$ cat src/rtl/instr_mem_loader.sv
// Byte-stream program loader: assembles big-endian 32-bit words and writes them into
// instruction memory at stepped addresses, holding the CPU in reset for the duration of the load.
module instr_mem_loader #(
   parameter logic [31:0] BASE_ADDR = 32'd0,
   parameter logic [31:0] ADDR_STEP = 32'd4,
   parameter int unsigned MAX_WORDS = 270
) (
   input  logic        clk,
   input  logic        rst_n,
   input  logic        start,
   input  logic        in_valid,
   input  logic [7:0]  in_byte,
   output logic        in_ready,
   output logic        wr_en,
   output logic [31:0] wr_addr,
   output logic [31:0] wr_data,
   output logic        cpu_hold,
   output logic        done,
   output logic        error,
   output logic [15:0] words_wr
);

   typedef enum logic [2:0] {
      S_IDLE, S_LEN_HI, S_LEN_LO, S_DATA, S_WRITE, S_DONE, S_ERROR
   } state_t;

   state_t      state;
   logic [15:0] count;
   logic [1:0]  byte_idx;
   logic        hs;
   logic [15:0] len_full;
   logic [15:0] words_next;

   assign hs         = in_valid & in_ready;
   assign len_full   = {count[15:8], in_byte};
   assign words_next = words_wr + 16'd1;

   always_ff @(posedge clk) begin
      if (!rst_n) begin
         state    <= S_IDLE;
         in_ready <= 1'b0;
         wr_en    <= 1'b0;
         wr_addr  <= BASE_ADDR;
         wr_data  <= 32'd0;
         cpu_hold <= 1'b0;
         done     <= 1'b0;
         error    <= 1'b0;
         words_wr <= 16'd0;
         count    <= 16'd0;
         byte_idx <= 2'd0;
      end else begin
         wr_en <= 1'b0;
         case (state)
            S_IDLE, S_DONE, S_ERROR: begin
               if (start) begin
                  cpu_hold <= 1'b1;
                  done     <= 1'b0;
                  error    <= 1'b0;
                  words_wr <= 16'd0;
                  wr_addr  <= BASE_ADDR;
                  in_ready <= 1'b1;
                  state    <= S_LEN_HI;
               end
            end
            S_LEN_HI: begin
               if (hs) begin
                  count[15:8] <= in_byte;
                  state       <= S_LEN_LO;
               end
            end
            S_LEN_LO: begin
               if (hs) begin
                  count[7:0] <= in_byte;
                  // An empty or oversized image releases the CPU without touching memory
                  if (len_full == 16'd0) begin
                     done     <= 1'b1;
                     cpu_hold <= 1'b0;
                     in_ready <= 1'b0;
                     state    <= S_DONE;
                  end else if ({16'd0, len_full} > 32'(MAX_WORDS)) begin
                     error    <= 1'b1;
                     cpu_hold <= 1'b0;
                     in_ready <= 1'b0;
                     state    <= S_ERROR;
                  end else begin
                     byte_idx <= 2'd0;
                     state    <= S_DATA;
                  end
               end
            end
            S_DATA: begin
               if (hs) begin
                  wr_data  <= {wr_data[23:0], in_byte};
                  byte_idx <= byte_idx + 2'd1;
                  if (byte_idx == 2'd3) begin
                     wr_en    <= 1'b1;
                     in_ready <= 1'b0;
                     state    <= S_WRITE;
                  end
               end
            end
            S_WRITE: begin
               words_wr <= words_next;
               wr_addr  <= wr_addr + ADDR_STEP;
               byte_idx <= 2'd0;
               if (words_next == count) begin
                  done     <= 1'b1;
                  cpu_hold <= 1'b0;
                  state    <= S_DONE;
               end else begin
                  in_ready <= 1'b1;
                  state    <= S_DATA;
               end
            end
            default: begin
               in_ready <= 1'b0;
               state    <= S_IDLE;
            end
         endcase
      end
   end

endmodule

$ cat config.mk
export PLATFORM = sky130hd
export DESIGN_NAME = instr_mem_loader
export DESIGN_NICKNAME = d
export VERILOG_FILES = /design/src/rtl/instr_mem_loader.sv
export SDC_FILE = /design/constraint.sdc
export NUM_CORES = 1
export LEC_CHECK = 0
export CAP_MARGIN = 20
export CORE_UTILIZATION = 34
export DETAILED_ROUTE_END_ITERATION = 12
export MAX_ROUTING_LAYER = met4
export PLACE_DENSITY_LB_ADDON = 0.25
export SLEW_MARGIN = 20
export SYNTH_ARGS = -nofsm -noshare
export SYNTH_HDL_FRONTEND = slang
export SYNTH_SLANG_ARGS = --single-unit
$ cat constraint.sdc
create_clock -name clk -period 3.1 [get_ports clk]
set_clock_uncertainty 0.2 [all_clocks]
set_input_delay 0.465 -clock clk [delete_from_list [all_inputs] [get_ports clk]]
set_output_delay 0.465 -clock clk [all_outputs]
set_load 0.1 [all_outputs]
# Word-level counts from Yosys, hierarchy flattened
# Cells that the tools add are included.
word_totals:
  wordCells: 94
  inputBits: 12
  out_inout_bits: 85
  reg_bits: 106
classes:
  mux: 38
  bitwise_logic: 2
  addsub: 3
  n_eq_ne: 20
  reduce_logical: 18
  n_lt_le_gt_ge: 1
op_table:
  columns: ["op", "count"]
  rows:
  - ["$pmux W32 S2", 1]
  - ["$add A32 B3 Y32 const B", 1]
  - ["$mux W32", 1]
  - ["$pmux W16 S2", 1]
  - ["$reduce_and A5 Y1", 5]
  - ["$mux W3", 8]
  - ["$ne A2 B2 Y1 const B", 11]
  - ["$add A16 B1 Y16 const B", 1]
  - ["$eq A16 B16 Y1", 1]
  - ["$gt A16 B9 Y1 const B", 1]
  - ["$logic_not A16 Y1", 1]
  - ["$mux W1", 16]
  - ["$mux W16", 1]
  - ["$pmux W3 S5", 1]
  - ["$eq A3 B3 Y1 const B", 3]
  - ["$mux W2", 4]
  - ["$reduce_and A2 Y1", 4]
  - ["$reduce_and A7 Y1", 1]
  - ["$eq A3 B2 Y1 const B", 2]
  - ["$pmux W1 S3", 2]
  - ["$pmux W2 S3", 1]
  - ["$reduce_bool A3 Y1", 2]
  - ["$pmux W1 S5", 1]
  - ["$reduce_bool A2 Y1", 2]
  - ["10 further kinds", 10]

# Logic depth before layout (Yosys ltp)
logic_depth:
  ltp_word: 5
  mapped_depth: 9
  ltp_nobuf: 8

# Worst setup path after synthesis
# OpenSTA, ideal clock, no wires.
synth_timing:
  path_type: "register to register"
  start: "register words_wr[0]"
  end: "register in_ready"
  path_stages_with_launch: 9
  t_arrival_ps: 3047
  required_ps: 2780
  setup_slack_ps: -267
  synth_period_minus_slack_ps: 3367
  n_path_buf: 0
  cell_sequence: "dfxtp_1 ha_1 nand3_4 or3_4 xnor2_1 nand4_1 nor4b_4 nand4_2 a211o_1"
synth_between:
  elab_chain_len: 4
synth_lines:
  columns: ["item", "line", "text"]
  rows:
  - ["start: declaration", "20", "output logic [15:0] words_wr"]
  - ["start signal: assignment", "103", "words_wr <= words_next;"]
  - ["$add A16 B1 Y16", "36", "assign words_next = words_wr + 16'd1;"]
  - ["$eq A16 B16 Y1", "106", "if (words_next == count) begin"]
  - ["$ne A2 B2 Y1 (no line)", null, null]
  - ["$reduce_and A7 Y1 (no line)", null, null]
  - ["end signal: assignment", "41", "in_ready <= 1'b0;"]
  - ["end signal: assignment", "111", "in_ready <= 1'b1;"]
  - ["end signal: assignment", "116", "in_ready <= 1'b0;"]
  - ["end: declaration", "13", "output logic in_ready,"]
# Every way passes these cells.
# A chain may end at the register's enable or synchronous reset.

# Worst setup path after layout
# Same ends and word-level chain as after synthesis.

==> flow_summary_export.csv <==
group,metric,value,unit
clock_network,cts_hold_buf,0,
setup_path,cp_cell_sequence,"ha_1 -> nand3_4 -> nor2_1 -> nand3_1 -> xnor2_1 -> nor4_1 -> nand4_2 -> a211o_1",
setup_path,criticalPathCategory,"reg2reg",
clock_network,cts_max_path_buffers,2,
floorplan,die_w,127,um
floorplan,row_count,45,
job,max_cap_violations,0,
pwr,p_comb_share,7.1,%
detailed_routing,via_per_inst,5.23,
timing,fmax,354,MHz
yosys,synth_area_leaders,"dfxtp_1, nand2_1, a21boi_0",
layout,layoutNonFillerInstCount,920,
yosys,synth_top_area_cell,"dfxtp_1",
layout,multi_input_area,2980,sq um
layout,area_growth,23.5,%
yosys,dominantRegCellSynth,"dfxtp_1",
layout,final_util,42.9,%
setup_path,crit_path_end_kind,"flip-flop",
yosys,ys_ff_latch,104,
yosys,synthTopCellsByCount,"nand2_1, dfxtp_1, a21boi_0",
timing,min_period,2.83,ns
clock_network,clk_latency,0.35,ns
yosys,syn_area_per_cell,8.13,sq um
floorplan,ios,97,
timing,hold_viol,0,
status,status,"completed",
layout,seqCellArea,2090,sq um
layout,fillers,1520,
floorplan,die-area,16000,sq um
pwr,sw_frac_of_total,23.1,%
global_route,grt_pass1_vias,4348,
detailed_routing,drt_iter0_drc,336,
clock_network,cts_tree,"yes",
worst_hold_path,worstHoldPathType,"reg2reg",
yosys,ys_seq_area_share,39.4,%
detailed_routing,wirelength,14.1,mm
timing,relSlewSlack,53.8,%
floorplan,start_util,34.7,%
clock_network,post_cts_resized,0,
layout,design_area,6520,sq um
timing,tightest_slew,0.694,ns
clock_network,root_buffer,"clkbuf_16",
global_route,grt_max_degree,69,
floorplan,fp.dieH,127,um
placed_design,dp_cells,904,
yosys,ys_warn_count,0,
placed_design,io_buffers,94,
timing,finalSetupViolations,0,
timing,finalSetupTns,0,ns
timing,post-route-period-util,91.2,%
detailed_routing,drcViolationCount,0,
setup_path,slowest_stage,"nor4_1",
pwr,seq_power_share,48.1,%
yosys,yosysUniqueCellTypes,60,
setup_path,worstPathRequired,3.14,ns
pwr,power.density,430,nW/um^2
global_route,grt_pass1_wl,22.8,mm
yosys,synth_adder_area_share,0.711,%
yosys,netlist_area,5280,sq um
yosys,synth_compound_area_share,18.5,%
yosys,synth_edf_count,0,
pwr,internal_power,2.16,mW
yosys,synth_top_family_by_area,"simple AND/OR/NAND/NOR gates",
pwr,leakage,2.51,nW
setup_path,arrival,2.86,ns
yosys,synthXorXnorAreaFrac,4.48,%
detailed_routing,vias,4810,
pwr,ir_drop,301,uV
placed_design,place_area,6190,sq um
pwr,power_switching,0.649,mW
yosys,async_flop_share,0,%
layout,drive_gt1_share,18.3,%
layout,antenna_cells,0,
setup_path,path_max_fanout,9,
placed_design,place_congestion,0.852,
clock_network,h-tree-depth,3,
yosys,synth-simple-area-share,28.5,%
setup_path,setup.worst_path.start_class,"flip-flop",
clock_network,cts_buffers,9,
detailed_routing,wl_per_cell,15.3,um
floorplan,core_area,15200,sq um
timing,rsz0062_at_grt,"no",
yosys,synth_cells,650,
global_route,overflow,0,
yosys,synth_top_cell_area_share,39.4,%
yosys,yosysMostFrequentCell,"nand2_1",
clock_network,clock-sinks,104,
clock_network,path_clk_slew,0.07,ns
pwr,power.share.clock,44.8,%
global_route,grt_antenna_before_repair,0,
layout,nets,742,
clock_network,cts_setup_buffers,0,
yosys,synthMuxAreaShare,3.98,%
detailed_routing,first_pass_iters,4,
timing,slew_viol_final,0,
detailed_routing,ant_nets,0,
global_route,grt_use_total,18.3,%
placed_design,hpwlAfterDp,9.91,mm
setup_path,crit_path_max_incr_delay,0.47,ns
stage by stage:
stage | hold slack (ns) | setup WS [ns] | total power [mW]
after floorplan | 0.303 | 0.0333 | 1.52
after global placement | 0.252 | 0.365 | 1.58
after detailed placement | 0.258 | 0.300 | 1.58
after CTS | 0.267 | 0.281 | 2.84
after global routing | 0.292 | 0.0411 | 2.91
final | 0.260 | 0.273 | 2.81
power by group through the flow:
| stage | combinational (mW) | clock (mW) | sequential (mW) |
|---|---|---|---|
| finish | 0.199 | 1.26 | 1.35 |
| global route | 0.214 | 1.35 | 1.35 |
| CTS | 0.198 | 1.29 | 1.35 |
| detailed placement | 0.198 | 0 | 1.38 |
| global placement | 0.198 | 0 | 1.38 |
| floorplan | 0.105 | 0 | 1.41 |
layout by cell type, fill, tap and decap left out, types with 19 or more instances in the layout:
| cell | n |
|---|---|
| a21boi_0 | 42 |
| dfxtp_1 | 97 |
| buf_4 | 95 |
| mux2i_1 | 21 |
| o21ai_0 | 29 |
| nand3_1 | 29 |
| nor3_1 | 19 |
| nor2b_1 | 24 |
| a21oi_1 | 29 |
| nor2_1 | 29 |
| nand2_1 | 111 |
metal layers:
layer  global-route usage [%]  wire length [um]
met5                        -                 0
met2                     28.9              6510
met1                     24.2              6890
met4                     4.46               140
met3                     3.33               532
worst paths after layout:
kind	start	end	slack, ns	cells after the start
setup / recovery	words_wr[0]	in_ready	0.27	8
hold / removal	wr_data[30]	wr_data[30]	0.26	2
setup reg to reg	words_wr[0]	in_ready	0.27	8
hold reg to reg	wr_data[30]	wr_data[30]	0.26	2
flip-flops by register name, indices dropped and copies added (netlist names):
name / flops
state: 3
byte_idx: 2
in_ready: 1
wr_en: 1
wr_addr: 30
done: 1
words_wr: 16
wr_data: 32
cpu_hold: 1
error: 1
count: 16
area by class of cell:
cell class | count | area share (%)
multi-input cells | 493 | 45.7
clock buffers | 12 | 3.93
clock inverters | 4 | 1.17
flip-flops and latches | 104 | 32.0
inverters | 12 | 0.690
well taps | 188 | 3.61
repair buffers | 107 | 12.9
logic make-up (layout without fill, tap and decap cells):
kind of cell / count (synthesis) / after routing
multiplexers: 21 / 21
other: 1 / 2
adder cells (fa/ha/maj): 3 / 3
AND/OR/NAND/NOR: 292 / 292
buffers and inverters: 54 / 135
flip-flops: 104 / 104
AO/OA/AOI/OAI: 148 / 148
XOR/XNOR: 27 / 27
worst max-delay path, delay by kind of cell (launching register included):
kind / cells / cell delay (ns)
flops: 1 / 0.42
fa+ha+maj: 1 / 0.32
simple gates: 5 / 1.30
xor+xnor: 1 / 0.15
compound gates: 1 / 0.32
Power figures use the tool's default switching activity.
